### config.mk
export PLATFORM = sky130hd
export DESIGN_NAME = collatz_seq
export DESIGN_NICKNAME = d
export VERILOG_FILES = /design/src/rtl/collatz_pkg.sv /design/src/rtl/collatz_step.sv /design/src/rtl/collatz_seq.sv
export SDC_FILE = /design/constraint.sdc
export NUM_CORES = 1
export LEC_CHECK = 0
export CORE_MARGIN = 1.5
export CORE_UTILIZATION = 27
export DETAILED_ROUTE_END_ITERATION = 6
export GPL_TIMING_DRIVEN = 0
export PLACE_DENSITY_LB_ADDON = 0.05
export SYNTH_ARGS = -nofsm -noshare
export SYNTH_HDL_FRONTEND = slang
export SYNTH_SLANG_ARGS = --single-unit
### constraint.sdc
create_clock -name clk -period 3 [get_ports clk]
set_clock_uncertainty 0.1 [all_clocks]
set_input_delay 0.9 -clock clk [delete_from_list [all_inputs] [get_ports clk]]
set_output_delay 0.9 -clock clk [all_outputs]
set_load 0.01 [all_outputs]
### src/rtl/collatz_pkg.sv
`default_nettype none
// ============================================================================
//  Module      : collatz_pkg
//  Description : Shared types and constants for the Collatz step-count
//                responder: FSM state encoding, default operand width
//                (tracks intN) and the all-ones saturation constant.
//  Revision    : 1.0 - initial release
// ============================================================================
package collatz_pkg;

  // Default operand / result width, matching intN of the dataflow flow.
  localparam int INTN      = 27;
  localparam int COLLATZ_W = INTN;

  // All-ones source. Sliced to the instance width by users, so any
  // width up to SAT_MAX_W is supported.
  localparam int                   SAT_MAX_W = 64;
  localparam logic [SAT_MAX_W-1:0] SAT_ONES  = '1;

  typedef enum logic [1:0] {
    ST_IDLE = 2'd0,
    ST_RUN  = 2'd1,
    ST_DONE = 2'd2
  } state_t;

endpackage : collatz_pkg
`default_nettype wire

### src/rtl/collatz_step.sv
`default_nettype none
// ============================================================================
//  Module      : collatz_step
//  Description : Combinational single Collatz step on an (N+2)-bit value.
//                Produces the next value (n/2 or 3n+1), a terminal flag
//                (n <= 1) and an overflow flag (3n+1 does not fit in N bits).
//  Ports       : i_n     - current value, upper two bits expected zero
//                o_next  - next value, full N+2 bits (3n+1 cannot exceed)
//                o_done  - value has reached 0 or 1
//                o_ovf   - odd, non-terminal value whose 3n+1 exceeds N bits
//  Revision    : 1.0 - initial release
// ============================================================================
module collatz_step
  import collatz_pkg::*;
#(
  parameter int N = COLLATZ_W
) (
  input  logic [N+1:0] i_n,
  output logic [N+1:0] o_next,
  output logic         o_done,
  output logic         o_ovf
);

  logic [N+1:0] w_tri;
  logic         w_odd;

  localparam logic [N+1:0] C_ONE = {{(N+1){1'b0}}, 1'b1};

  assign w_odd  = i_n[0];
  // With i_n < 2^N, 3n+1 < 3*2^N + 1 which always fits in N+2 bits.
  assign w_tri  = (i_n << 1) + i_n + C_ONE;
  assign o_done = (i_n <= C_ONE);
  assign o_next = w_odd ? w_tri : (i_n >> 1);
  assign o_ovf  = w_odd & ~o_done & (|w_tri[N+1:N]);

endmodule : collatz_step
`default_nettype wire

### src/rtl/collatz_seq.sv
`default_nettype none
// ============================================================================
//  Module      : collatz_seq
//  Description : Iterative Collatz step counter behind a valid/ready
//                handshake. Accepts one operand in IDLE, performs one step
//                per clock in RUN, presents the step count in DONE.
//                Optional macro COLLATZ_OVF_EN adds the ovf output and
//                saturates the result to all-ones when 3n+1 overflows N bits;
//                without it, arithmetic wraps to N bits.
//  Ports       : clk, rst       - clock, async active-high reset
//                in_valid/in_ready/in0    - operand handshake
//                out_valid/out_ready/out0 - result handshake
//                ovf            - overflow qualifier (COLLATZ_OVF_EN only)
//  Revision    : 1.0 - initial release
// ============================================================================
module collatz_seq
  import collatz_pkg::*;
#(
  parameter int N = COLLATZ_W
) (
  input  logic         clk,
  input  logic         rst,
  input  logic         in_valid,
  output logic         in_ready,
  input  logic [N-1:0] in0,
  output logic         out_valid,
  input  logic         out_ready,
  output logic [N-1:0] out0
`ifdef COLLATZ_OVF_EN
  ,
  output logic         ovf
`endif
);

  localparam logic [N-1:0] C_CNT_ONE = {{(N-1){1'b0}}, 1'b1};
  localparam logic [N+1:0] C_MASK    = {2'b00, SAT_ONES[N-1:0]};

  state_t       r_state;
  logic [N+1:0] r_n;
  logic [N-1:0] r_count;
  logic         r_in_ready;
  logic         r_out_valid;
  logic [N-1:0] r_out0;

  logic [N+1:0] w_next;
  logic         w_done;

`ifdef COLLATZ_OVF_EN
  logic         r_ovf;
  logic         w_ovf;
`else
  logic         w_unused_ovf;
`endif

  collatz_step #(
    .N (N)
  ) u_step (
    .i_n    (r_n),
    .o_next (w_next),
    .o_done (w_done),
`ifdef COLLATZ_OVF_EN
    .o_ovf  (w_ovf)
`else
    .o_ovf  (w_unused_ovf)
`endif
  );

  always_ff @(posedge clk or posedge rst) begin
    if (rst) begin
      r_state     <= ST_IDLE;
      r_n         <= '0;
      r_count     <= '0;
      r_in_ready  <= 1'b1;
      r_out_valid <= 1'b0;
      r_out0      <= '0;
`ifdef COLLATZ_OVF_EN
      r_ovf       <= 1'b0;
`endif
    end else begin
      case (r_state)
        ST_IDLE: begin
          if (in_valid && r_in_ready) begin
            r_n        <= {2'b00, in0};
            r_count    <= '0;
            r_in_ready <= 1'b0;
            r_state    <= ST_RUN;
          end
        end

        ST_RUN: begin
          if (w_done) begin
            r_out0      <= r_count;
            r_out_valid <= 1'b1;
            r_state     <= ST_DONE;
          end
`ifdef COLLATZ_OVF_EN
          else if (w_ovf) begin
            r_out0      <= SAT_ONES[N-1:0];
            r_ovf       <= 1'b1;
            r_out_valid <= 1'b1;
            r_state     <= ST_DONE;
          end
`endif
          else begin
            // Keep n within N bits so the next 3n+1 fits the N+2 bit adder;
            // a no-op when overflow is detected above.
            r_n     <= w_next & C_MASK;
            r_count <= r_count + C_CNT_ONE;
          end
        end

        ST_DONE: begin
          if (out_ready) begin
            r_out_valid <= 1'b0;
            r_in_ready  <= 1'b1;
`ifdef COLLATZ_OVF_EN
            r_ovf       <= 1'b0;
`endif
            r_state     <= ST_IDLE;
          end
        end

        default: begin
          r_state     <= ST_IDLE;
          r_in_ready  <= 1'b1;
          r_out_valid <= 1'b0;
        end
      endcase
    end
  end

  assign in_ready  = r_in_ready;
  assign out_valid = r_out_valid;
  assign out0      = r_out0;
`ifdef COLLATZ_OVF_EN
  assign ovf       = r_ovf;
`endif

endmodule : collatz_seq
`default_nettype wire
# Word level (Yosys, flattened, before mapping)
# Cells that the tools add are included.
dict set report op_classes {
  addsub 3
  n_lt_le_gt_ge 1
  eq_ne 6
  n_mux 17
  n_bitwise 2
  n_reduce_logical 8
}
# operator count
set op_table {}
lappend op_table {{$mux 27} 3}
lappend op_table {{$mux 29} 2}
lappend op_table {{$pmux 29 s2} 1}
lappend op_table {{$add 27x1->27 const B} 2}
lappend op_table {{$pmux 27 s2} 1}
lappend op_table {{$le 29x1->1 const B} 1}
lappend op_table {{$add 27x27->27} 1}
lappend op_table {{$reduce_and 3->1} 4}
lappend op_table {{$mux 2} 3}
lappend op_table {{$ne 2x2->1 const B} 3}
lappend op_table {{$pmux 1 s3} 2}
lappend op_table {{$pmux 2 s3} 1}
lappend op_table {{$mux 1} 4}
lappend op_table {{$eq 2x1->1 const B} 1}
lappend op_table {{$eq 2x2->1 const B} 1}
lappend op_table {{$logic_not 2->1} 1}
lappend op_table {{$ne 2x1->1 const B} 1}
lappend op_table {{$not 1->1} 2}
lappend op_table {{$reduce_and 2->1} 1}
lappend op_table {{$reduce_bool 2->1} 1}
lappend op_table {{$logic_and 1x1->1} 1}
dict set report word_totals {
  register_bits 87
  inputBits 31
  output_inout_bits 29
  wordCells 43
}

# Depth between registers and ports, before layout
dict set report logic_depth {
  depth_word 5
  ltp_mapped 11
  depth_no_buf 10
}

# Modules after synthesis
# Synthesis repeated with hierarchy kept, for this count alone.
dict set report unflattened {
  hier_cells 720
  hier_area_um2 6515.0
}
# module n_inst cells_per_inst area_per_inst_um2 seq_area_each_um2
set by_module_without_submodules {}
lappend by_module_without_submodules {collatz_seq 1 365 3947.5 2128.3}
lappend by_module_without_submodules {collatz_step 1 355 2567.5 0.0}

# Worst setup path after synthesis
# OpenSTA, ideal clock, no wires.
dict set report synth_path {
  path_type {register to register}
  startpoint {register r_n[0]}
  endpoint {register r_n[21]}
  setup_ns 0.135
  arrival_ns 2.204
  required_time_ns 2.765
  slack_ns 0.562
  path_stages_with_launch 11
  n_path_buf 1
  period_less_slack_ns 2.438
  cell_sequence {dfrtp_1 > buf_4 > clkinv_2 > ha_1 > nand2b_1 > a21oi_1 > o311ai_1 > a2111oi_0 > nor3b_1 > a21boi_1 > o211ai_1}
}
dict set report synth_via {
  elab_chain_cells 5
  elab_cells_between_ends 8
  classes_between {add/sub (2); order compare (1); eq/ne (1); mux (3); reduce/logical (1)}
}
# item line
set synth_rtl {}
lappend synth_rtl {{from (decl)} collatz_seq.sv:39} ;# logic [N+1:0] r_n;
lappend synth_rtl {{from (signal assigned)} collatz_seq.sv:83} ;# r_n <= {2'b00, in0};
lappend synth_rtl {{from (signal assigned)} collatz_seq.sv:107} ;# r_n <= w_next & C_MASK;
lappend synth_rtl {{$add 27x27->27} collatz_step.sv:31} ;# assign w_tri = (i_n << 1) + i_n + C_ONE;
lappend synth_rtl {{$add 27x1->27} collatz_step.sv:31}
lappend synth_rtl {{$mux 27} collatz_step.sv:33} ;# assign o_next = w_odd ? w_tri : (i_n >> 1);
lappend synth_rtl {{$mux 29} collatz_seq.sv:91} ;# if (w_done) begin
lappend synth_rtl {{$pmux 29 s2} collatz_seq.sv:80} ;# case (r_state)
# Parallel ways exist; a longest one is shown, timed or not. The select of a mux whose other input is x is not followed.
# A chain may end at the register's enable or synchronous reset.

# Worst setup path in the final report
dict set report layout_path {
  startpoint {register r_n[8]}
  endpoint {register r_n[5]}
}
dict set report layout_via {
  elab_chain_cells 3
}
# item line
set layout_rtl {}
lappend layout_rtl {{$le 29x1->1} collatz_step.sv:32} ;# assign o_done = (i_n <= C_ONE);
lappend layout_rtl {{$ne 2x2->1 (no line)} n/a}
lappend layout_rtl {{$reduce_and 3->1 (no line)} n/a}
# No other way between the ends.

==> results.cfg <==
[worst_setup_path]
r2r-start = r_n[8]$_DFFE_PP0P_
r2r_slack_ns = 0.16
r2r-end = r_n[5]$_DFFE_PP0P_
path_class = reg2reg
path_common_cell = nor2_2
critPathMaxFanout = 10
path_cells = inv_1 -> ha_1 -> nand4_1 -> nor4_4 -> nor2_2 -> a21boi_4 -> nor2_2 -> buf_2 -> nor2_1 -> a22o_1
cp-startpoint = r_n[8]$_DFFE_PP0P_
arrival_ns = 2.98
slowest_stage = dfrtp_1
cp-end-kind = flip-flop
cp_data_required_time_ns = 3.14
max_stage_delay_ns = 0.41
startpoint_type = flip-flop
r2r_cells = 10

[sta]
setup_slack_ns = 0.159
max_slew_margin_pct = 41.3
slew_viol_final = 0
fmax_mhz = 352
setup_viol = 0
hold_violations = 0
worst_hold_slack_ns = 0.385
finalCriticalPeriod_ns = 2.84
worst_slew_pin_slew_ns = 0.872
rsz0062_at_grt = true
finalCritPeriodShare_pct = 94.7

[routing]
wire_per_inst_um = 19.1
drt_wl_total_um = 20400
drcViolationCount = 0
viasPerCell = 5.07
ant_nets = 0
drtIter0Drc = 297
firstDrtPassIters = 5
vias = 5409

[global_route]
grt_max_degree = 38
antenna_found_initial = 0
grt_pass1_wl_um = 32700
overflow = 0
grt_pass1_vias = 5606
grt_usage_pct = 17.7

[placed_design]
dpl.cell_count = 1053
place.port_buffers = 59
place_congestion = 0.823
dp_hpwl_um = 15600
dpl_worst_slack_ns = -0.623

[die]
ios = 60
core_mm2 = 0.0228
dieArea_mm2 = 0.0243
dieWidth_um = 156
num_rows = 55
initial_core_util_pct = 27.7
die_h_um = 156

[worst_hold_path]
holdPathEnd = out0[24]$_DFFE_PP0P_
min_from = out0[24]$_DFFE_PP0P_
holdPathStages = 1
hold_path_class = reg2reg

[logic_synthesis]
synth-compound-area-share_pct = 22.0
synth.mux.area_fraction_pct = 5.47
synth_edf_count = 0
synth_nets = 770
synth_top_family_by_area = compound AO/OA/AOI/OAI gates
synth_xor_area_share_pct = 5.55
netlist_area_mm2 = 0.00631
synthFlopType = dfrtp_1
async_flop_share_pct = 100
yosys_warnings = 0
yosys.area_share.simple_pct = 16.6
yosys.area_share.adder_pct = 12.0
syn_inst = 679
ys_types = 84
synth_seq_cells = 85
avgSynthCellArea_um2 = 9.30
yosysSeqAreaShare_pct = 33.7

[cts]
cts_tree = done
h-tree-depth = 3
cts_root_buffer = clkbuf_16
cts_buffer_depth = 2
ctsHoldBuffers = 0
cts.sink_count = 85
clk_pin_slew_ns = 0.07
post-cts-setup-buffer-count = 0
clk_latency_ns = 0.35
cts_buffers = 9

[power_and_ir_drop]
power_density_mw_per_mm2 = 1050
p_leak_uw = 0.00338
peakVddDrop_mv = 0.314
finalPower_uw = 8100

[run_status]
outcome = finished clean

[finish]
area_growth_syn_to_layout_pct = 21.9
finish.utilization_pct = 33.8
nets = 841
final_common_cell = dfrtp_1
diodes = 0
finalNonFillerCells = 1067
final_cell_mix = 83 x dfrtp_1, 65 x nor2_1, 59 x ha_1, 59 x clkdlybuf4s50_1, 53 x nand2_1
drive_gt1_share_pct = 11.1

[flow_run]
max_cap_violations = 0
## worst max-delay path by stage
| stage | endpoint | slack [ns] | depth (start not counted) |
|---|---|---|---|
| after global placement | r_n[17]$_DFFE_PP0P_ | -0.63 | 7 |
| after floorplan | r_n[21]$_DFFE_PP0P_ | 0.56 | 10 |
| final | r_n[5]$_DFFE_PP0P_ | 0.16 | 10 |
| after global routing | r_n[21]$_DFFE_PP0P_ | -0.02 | 9 |
| after detailed placement | r_count[20]$_DFFE_PP0P_ | -0.62 | 6 |
| after CTS | r_count[20]$_DFFE_PP0P_ | 0.006 | 6 |
## report_power, final
part | internal [µW] | switching (µW)
combinational | 1950 | 3010
clock | 651 | 531
sequential | 1520 | 435
## sequential cells by signal (all words and copies together) (netlist names), named ones only
name,flops
out0,27
r_count,27
r_n,26
r_state,2
in_ready,1
out_valid,1
## final cells by class
type	instances	area [µm²]
clock buffers	9	225
fillers	2363	15100
multi-input cells	527	3960
inverters	39	153
clock inverters	6	71.3
repair buffers	61	631
well taps	313	392
flip-flops and latches	85	2130
plain buffers	27	140
## cells by family (layout without fill, tap and decap cells)
kind of cell / after synthesis / count (layout)
simple gates: 207 / 207
compound gates: 189 / 189
flops: 85 / 85
buf+inv: 67 / 142
fa+ha+maj: 60 / 60
xor+xnor: 40 / 40
mux: 31 / 31
## synthesized netlist by cell type, types with 6 or more instances
library cell  count  area [µm²]
nand3_1          15        75.1
xnor2_1          17         149
mux2_2            8        90.1
xor2_1           23         201
ha_1             59         738
a21oi_1          29         145
nor2_1           65         244
nor3_1           15        75.1
a21o_1           16         120
o21ai_0          29         145
o21ai_1           9        45.0
o22ai_1           6        37.5
nand2_1          53         199
o211ai_1         19         143
mux2_1           20         225
a22oi_1          10        75.1
and3_1            7        43.8
inv_1            36         135
nand4_1          15        93.8
buf_2            10        50.1
and2_1            6        37.5
dfrtp_1          84        2100
clkbuf_1         10        37.5
a211oi_1          9        67.6
## worst max-delay path, delay by kind of cell (launching register included)
| kind | cells | cell delay, ns |
|---|---|---|
| flip-flops | 1 | 0.41 |
| AO/OA/AOI/OAI | 2 | 0.37 |
| buffers and inverters | 2 | 0.57 |
| adder cells (fa/ha/maj) | 1 | 0.23 |
| AND/OR/NAND/NOR | 5 | 1.05 |
## stage by stage
stage / area, µm² / setup TNS, ns
after floorplan: 6320 / 0
after global placement: 7300 / -30.03
after detailed placement: 7340 / -22.88
after CTS: 7650 / 0
after global routing: 7700 / -0.0198
final: 7700 / 0
## repair_timing
action                     in CTS  in global routing
resized for setup               6                  9
pin swaps                       1                  1
setup endpoints to repair      32                 36
## metal layers
layer	global-route usage (%)	up-vias	share of wire [%]
li1	-	2609	-
met1	25.8	2669	51
met2	27.0	116	44
met3	2.64	15	3.7
met4	4.90	0	1.3
met5	0	-	0
No activity file was read; power rests on OpenSTA's default activity.
